File: config.mk
export PLATFORM = sky130hd
export DESIGN_NAME = serial_frame_tx
export DESIGN_NICKNAME = d
export VERILOG_FILES = /design/src/rtl/serial_frame_tx_pkg.sv /design/src/rtl/serial_frame_tx_bit_period_counter.sv /design/src/rtl/serial_frame_tx.sv
export SDC_FILE = /design/constraint.sdc
export NUM_CORES = 1
export LEC_CHECK = 0
export CORE_MARGIN = 1.5
export CORE_UTILIZATION = 54
export DETAILED_ROUTE_END_ITERATION = 12
export MAX_ROUTING_LAYER = met4
export PLACE_DENSITY_LB_ADDON = 0.25
export SYNTH_ARGS = -nofsm -noshare
export SYNTH_HDL_FRONTEND = slang
export SYNTH_SLANG_ARGS = --single-unit
export TNS_END_PERCENT = 1
File: constraint.sdc
create_clock -name Clk -period 2.5 [get_ports Clk]
set_clock_uncertainty 0.1 [all_clocks]
set_input_delay 0.75 -clock Clk [delete_from_list [all_inputs] [get_ports Clk]]
set_output_delay 0.75 -clock Clk [all_outputs]
set_load 0.1 [all_outputs]
File: src/rtl/serial_frame_tx_pkg.sv
// Shared definitions for the framed serial transmitter: state encoding,
// idle line level and the counter-width helper.
package serial_frame_tx_pkg;

  typedef enum logic [1:0] {
    IDLE  = 2'd0,
    START = 2'd1,
    DATA  = 2'd2,
    STOP  = 2'd3
  } tx_state_e;

  localparam logic LINE_IDLE = 1'b1;

  // Width needed to hold the values 0..n-1, never less than one bit.
  function automatic int cntWidth(input int n);
    return (n <= 1) ? 1 : $clog2(n);
  endfunction

endpackage

File: src/rtl/serial_frame_tx_bit_period_counter.sv
// Bit-period timer: counts 0..DIV-1 and flags the last cycle of each period.
module bit_period_counter
  import serial_frame_tx_pkg::*;
#(
  parameter int DIV = 4
) (
  input  logic Clk,
  input  logic Reset,
  input  logic Clear,
  output logic Tick
);

  localparam int CW = cntWidth(DIV);
  localparam logic [CW-1:0] LAST = CW'(DIV - 1);

  logic [CW-1:0] count_q;
  logic [CW-1:0] count_d;

  // Restart the period on Clear so a new frame begins phase-aligned.
  always_comb begin
    count_d = count_q + CW'(1);
    if (Clear || (count_q == LAST)) begin
      count_d = '0;
    end
  end

  // Period counter register.
  always_ff @(posedge Clk or posedge Reset) begin
    if (Reset) begin
      count_q <= '0;
    end else begin
      count_q <= count_d;
    end
  end

  assign Tick = (count_q == LAST);

endmodule

File: src/rtl/serial_frame_tx.sv
// Parallel-to-serial transmitter: start bit, WIDTH data bits LSB first,
// stop bit, each bit lasting DIV clock cycles. All outputs are registered.
module serial_frame_tx
  import serial_frame_tx_pkg::*;
#(
  parameter int WIDTH = 8,
  parameter int DIV   = 4
) (
  input  logic             Clk,
  input  logic             Reset,
  input  logic [WIDTH-1:0] D,
  input  logic             Load,
  output logic             Ready,
  output logic             Sout,
  output logic             Busy,
  output logic             Done
);

  localparam int BW = cntWidth(WIDTH);
  localparam logic [BW-1:0] LAST_BIT = BW'(WIDTH - 1);

  tx_state_e        state_q, state_d;
  logic [WIDTH-1:0] shift_q, shift_d;
  logic [BW-1:0]    bitCnt_q, bitCnt_d;
  logic             sout_q, sout_d;
  logic             ready_q, ready_d;
  logic             busy_q, busy_d;
  logic             done_q, done_d;
  logic             clear;
  logic             tick;

  bit_period_counter #(.DIV(DIV)) u_bitPeriod (
    .Clk   (Clk),
    .Reset (Reset),
    .Clear (clear),
    .Tick  (tick)
  );

  // Frame sequencing; output levels are derived from the next state so they land in registers.
  always_comb begin
    state_d  = state_q;
    shift_d  = shift_q;
    bitCnt_d = bitCnt_q;
    clear    = 1'b0;
    done_d   = 1'b0;
    case (state_q)
      IDLE: begin
        if (Load) begin
          state_d  = START;
          shift_d  = D;
          bitCnt_d = '0;
          clear    = 1'b1;
        end
      end
      START: begin
        if (tick) begin
          state_d = DATA;
        end
      end
      DATA: begin
        if (tick) begin
          shift_d = shift_q >> 1;
          if (bitCnt_q == LAST_BIT) begin
            state_d  = STOP;
            bitCnt_d = '0;
          end else begin
            bitCnt_d = bitCnt_q + BW'(1);
          end
        end
      end
      STOP: begin
        if (tick) begin
          state_d = IDLE;
          done_d  = 1'b1;
        end
      end
      default: state_d = IDLE;
    endcase

    case (state_d)
      START:   sout_d = ~LINE_IDLE;
      DATA:    sout_d = shift_d[0];
      default: sout_d = LINE_IDLE;
    endcase
    ready_d = (state_d == IDLE);
    busy_d  = ~ready_d;
  end

  // State, datapath and output registers; reset abandons any frame at once.
  always_ff @(posedge Clk or posedge Reset) begin
    if (Reset) begin
      state_q  <= IDLE;
      shift_q  <= '0;
      bitCnt_q <= '0;
      sout_q   <= LINE_IDLE;
      ready_q  <= 1'b1;
      busy_q   <= 1'b0;
      done_q   <= 1'b0;
    end else begin
      state_q  <= state_d;
      shift_q  <= shift_d;
      bitCnt_q <= bitCnt_d;
      sout_q   <= sout_d;
      ready_q  <= ready_d;
      busy_q   <= busy_d;
      done_q   <= done_d;
    end
  end

  assign Sout  = sout_q;
  assign Ready = ready_q;
  assign Busy  = busy_q;
  assign Done  = done_q;

endmodule

# After elaboration in Yosys (flattened, before gate mapping)
# Index checks and enable logic that the tools add are counted.
[op_classes] reduce_logical=5 n_bitwise=1 n_addsub=2 eq_ne=9 n_mux=19
[op_table] operator="$mux 8" n=2
[op_table] operator="$pmux 8 s2" n=1
[op_table] operator="$mux 2" n=6
[op_table] operator="$mux 3" n=3
[op_table] operator="$eq 2x2->1 const B" n=4
[op_table] operator="$pmux 2 s4" n=1
[op_table] operator="$pmux 3 s2" n=1
[op_table] operator="$eq 2x1->1 const B" n=2
[op_table] operator="$logic_not 2->1" n=2
[op_table] operator="$mux 1" n=4
[op_table] operator="$ne 2x2->1 const B" n=2
[op_table] operator="$add 3x1->3 const B" n=1
[op_table] operator="$eq 3x3->1 const B" n=1
[op_table] operator="$reduce_and 3->1" n=1
[op_table] operator="$add 2x1->2 const B" n=1
[op_table] operator="$pmux 1 s2" n=1
[op_table] operator="$reduce_bool 2->1" n=1
[op_table] operator="$logic_or 1x1->1" n=1
[op_table] operator="$not 1->1" n=1
[totals] ff_bits=19 output_inout_bits=4

# Depth between registers and ports, before layout
[logic_depth] word_depth=6 ltp_mapped=6

# Hierarchy
# Synthesis repeated with hierarchy kept, for this count alone.
[unflattened] cells_unflattened=74 hier_area_um2=899.6
[by_module_without_submodules] mod="serial_frame_tx" n_inst=1 area_per_inst_um2=810.8 cells_each=68 seq_area_each_um2=427.9
[by_module_without_submodules] mod="bit_period_counter" n_inst=1 area_per_inst_um2=88.8 cells_each=6 seq_area_each_um2=50.0

# Worst setup path before layout
# Ideal clock, no wire load.
[synth_timing] kind="reg2out" from="register busy_q (netlist: Busy)" to="output Busy" stages_incl_launch_ff=1 required_time_ps=1650 arrival_time_ps=883 n_path_buf=0 setup_slack_ps=767 cell_sequence="dfrtp_1"
[synth_lines] item="start, declared" line="serial_frame_tx.sv:27" text="logic busy_q, busy_d;"
[synth_lines] item="start signal, assigned" line="serial_frame_tx.sv:105" text="busy_q <= busy_d;"
[synth_lines] item="end, declared" line="serial_frame_tx.sv:15" text="output logic Busy,"
# No word-level cell between the ends.

# Worst setup path after layout
[layout_timing] from="register sout_q (netlist: Sout)" to="output Sout"
[layout_lines] item="start, declared" line="serial_frame_tx.sv:25" text="logic sout_q, sout_d;"
[layout_lines] item="start signal, assigned" line="serial_frame_tx.sv:103" text="sout_q <= sout_d;"
[layout_lines] item="end, declared" line="serial_frame_tx.sv:14" text="output logic Sout,"
# No word-level cell between the ends.

==> out/metrics.yaml <==
cap_violations: 0
grt.total_usage_pct: 18.1
cts_sinks: 19
clock_latency_ns: 0.28
path_max_fanout: 1
post_drt_wl_per_cell_um: 13.8
synth_edf_count: 0
power.internal_mw: 0.756
drive_gt1_share_pct: 23.3
portBuffers: 14
crit_buf_inv: 1
rrSetupSlack_ns: 0.77
yosysSeqAreaShare_pct: 54.3
setup_violations: 0
syn_inst: 70
worst_setup_path_end_kind: "output port"
dieHeight_um: 43.4
nets: 101
switching_share_pct: 41.1
pwr-share-seq_pct: 43.4
core-area_um2: 1520
final-hold-violation-count: 0
grt_max_degree: 20
cts_max_level: 1
ys.flop_type: "dfrtp_1"
dieArea_um2: 1880
yosysTopAreaCellShare_pct: 48.3
dr.pass1.iters: 4
fin_hold_ws_ns: 0.356
dp.cells: 98
cts_root_buffer: "clkbuf_4"
crit_arrival_ns: 1.01
r2r_start: "u_bitPeriod.count_q[0]"
crit_type: "reg -> out"
yosysWarnings: 0
synth-seq-cells: 19
min_period_ns: 1.86
whs_path_depth: 1
syn_nets: 84
maxSlewHeadroom_pct: 73.1
drc: 0
ir_drop_mv: 0.706
synth_area_um2: 881
io-pin-count: 15
highest_layer: "met3"
yosysTopAreaCell: "dfrtp_1"
crit_chain: "buf_12"
initial_core_util_pct: 57.8
finalMaxSlewViolations: 0
crit_slowest_cell: "dfstp_2"
leakagePower_nw: 0.531
drt_iter0_drc: 12
layout_setup_ws_ns: 0.637
cts_buffers: 3
p_comb_share_pct: 45.0
grt_pass1_wl_mm: 2.51
synthArstFlopShare_pct: 100
worstSetupStartpointType: "register"
cts_tree: "done"
cts_resized: 0
antenna_found_initial: 0
n_antenna_cell: 0
status: "completed"
synth_common_cells: "dfrtp_1, a22o_1, a21o_1, inv_1"
ys_types: 29
ctsHoldBuffers: 0
vias: 604
wl_mm: 1.41
area_growth_pct: 20.7
reg2reg_to: "bitCnt_q[0]"
synth_area_leaders: "dfrtp_1, a22o_1, dfstp_2, a21o_1, ha_1"
p_clk_share_pct: 11.6
clk_pin_slew_ns: 0.11
setup-tns-final_ns: 0
wl_met2_um: 708
grt_pass1_vias: 606
grt_setup_unrepaired: "no"
postCtsSetupRepairBufs: 0
crit_family: "flip-flops"
cpPeakStageDelay_ns: 0.56
routabilityCongestion: 0.739
power_density_nw_per_um2: 1210
die_w_um: 43.4
min-delay-start: "u_bitPeriod.count_q[0]"
wl_met3_um: 50
final_antenna_net_count: 0
met1_length_um: 652
via_per_inst: 5.92
place.detailed.hpwl_mm: 1.04
ff2ff_path_depth: 4
max_freq_mhz: 537
yosysMostFrequentCell: "dfrtp_1"
num_rows: 14
clockBufferDepth: 2
p_switching_mw: 0.528
fin_util_pct: 69.8
grt_overflow: 0
period_share_pct: 74.5
syn_avg_cell_area_um2: 12.6
pre_cts_slack_ns: 0.382
fill_cells: 123
whs_endpoint: "u_bitPeriod.count_q[0]"
worstMarginPinSlew_ns: 0.404
instances_no_fill: 102
hold_class: "reg -> reg"
cp.required_ns: 1.65
power by group through the flow:
stage / logic, mW / registers [mW] / clock network, mW
floorplan: 0.348 / 0.654 / 0
global placement: 0.565 / 0.554 / 0
detailed placement: 0.579 / 0.561 / 0
CTS: 0.581 / 0.555 / 0.155
global route: 0.629 / 0.570 / 0.163
finish: 0.578 / 0.557 / 0.149
cell type report:
type / count / area, µm² / area share, %
Timing Repair Buffer: 16 / 170 / 16.0
Tap cell: 16 / 20.0 / 1.88
Clock inverter: 1 / 5.00 / 0.471
Inverter: 4 / 15.0 / 1.41
Clock buffer: 3 / 22.5 / 2.12
Sequential cell: 19 / 478 / 44.9
Multi-Input combinational cell: 43 / 353 / 33.2
state kept, by name, indices dropped and copies added, names as in the netlist:
name                 flops
u_bitPeriod.count_q      2
shift_q                  8
Sout                     1
Done                     1
Busy                     1
bitCnt_q                 3
Ready                    1
state_q                  2
metal layers:
layer  track usage (%)  up-vias
li1                  -      286
met1              25.0      304
met2              28.1       14
met3              2.50        0
met4              5.45        0
met5                 -        -
worst max-delay path by stage:
stage	startpoint	end	cells after the start
2_1_floorplan	Busy	Busy	0
3_3_place_gp	Load	shift_q[6]	5
3_5_place_dp	Load	shift_q[6]	5
4_1_cts	Sout	Sout	1
5_1_grt	Ready	Ready	1
6_report	Sout	Sout	1
placed cells by master, fill, tap and decap left out, drive strengths merged:
cell type	netlist	layout
and3	3	3
nand2b	1	1
nand3b	1	1
a32o	1	1
clkbuf	1	3
a32oi	2	2
dfrtp	17	17
nor2	4	4
xor2	1	1
o31a	1	1
clkdlybuf4s50	0	10
nor3b	2	2
buf	3	6
dfstp	2	2
a22o	9	9
nand4b	1	1
clkinv	0	1
ha	3	3
inv	4	4
mux2i	1	1
nor2b	1	1
nand2	3	3
a21o	7	7
nor3	1	1
and3b	1	1
stage by stage:
stage | total power [mW] | instance area, µm²
global placement | 1.12 | 1040
detailed placement | 1.14 | 1040
floorplan | 1.00 | 881
global route | 1.36 | 1060
CTS | 1.29 | 1060
finish | 1.28 | 1060
logic make-up (layout without fill, tap and decap cells):
family          after synthesis  after routing  synth area share, %
flops                        19             19                 54.3
compound gates               20             20                 19.6
fa+ha+maj                     3              3                 4.26
xor+xnor                      1              1                0.994
mux                           1              1                 1.14
buf+inv                       8             24                 5.68
simple gates                 18             18                 14.1
Note: power is estimated with default switching activity, not from simulation.
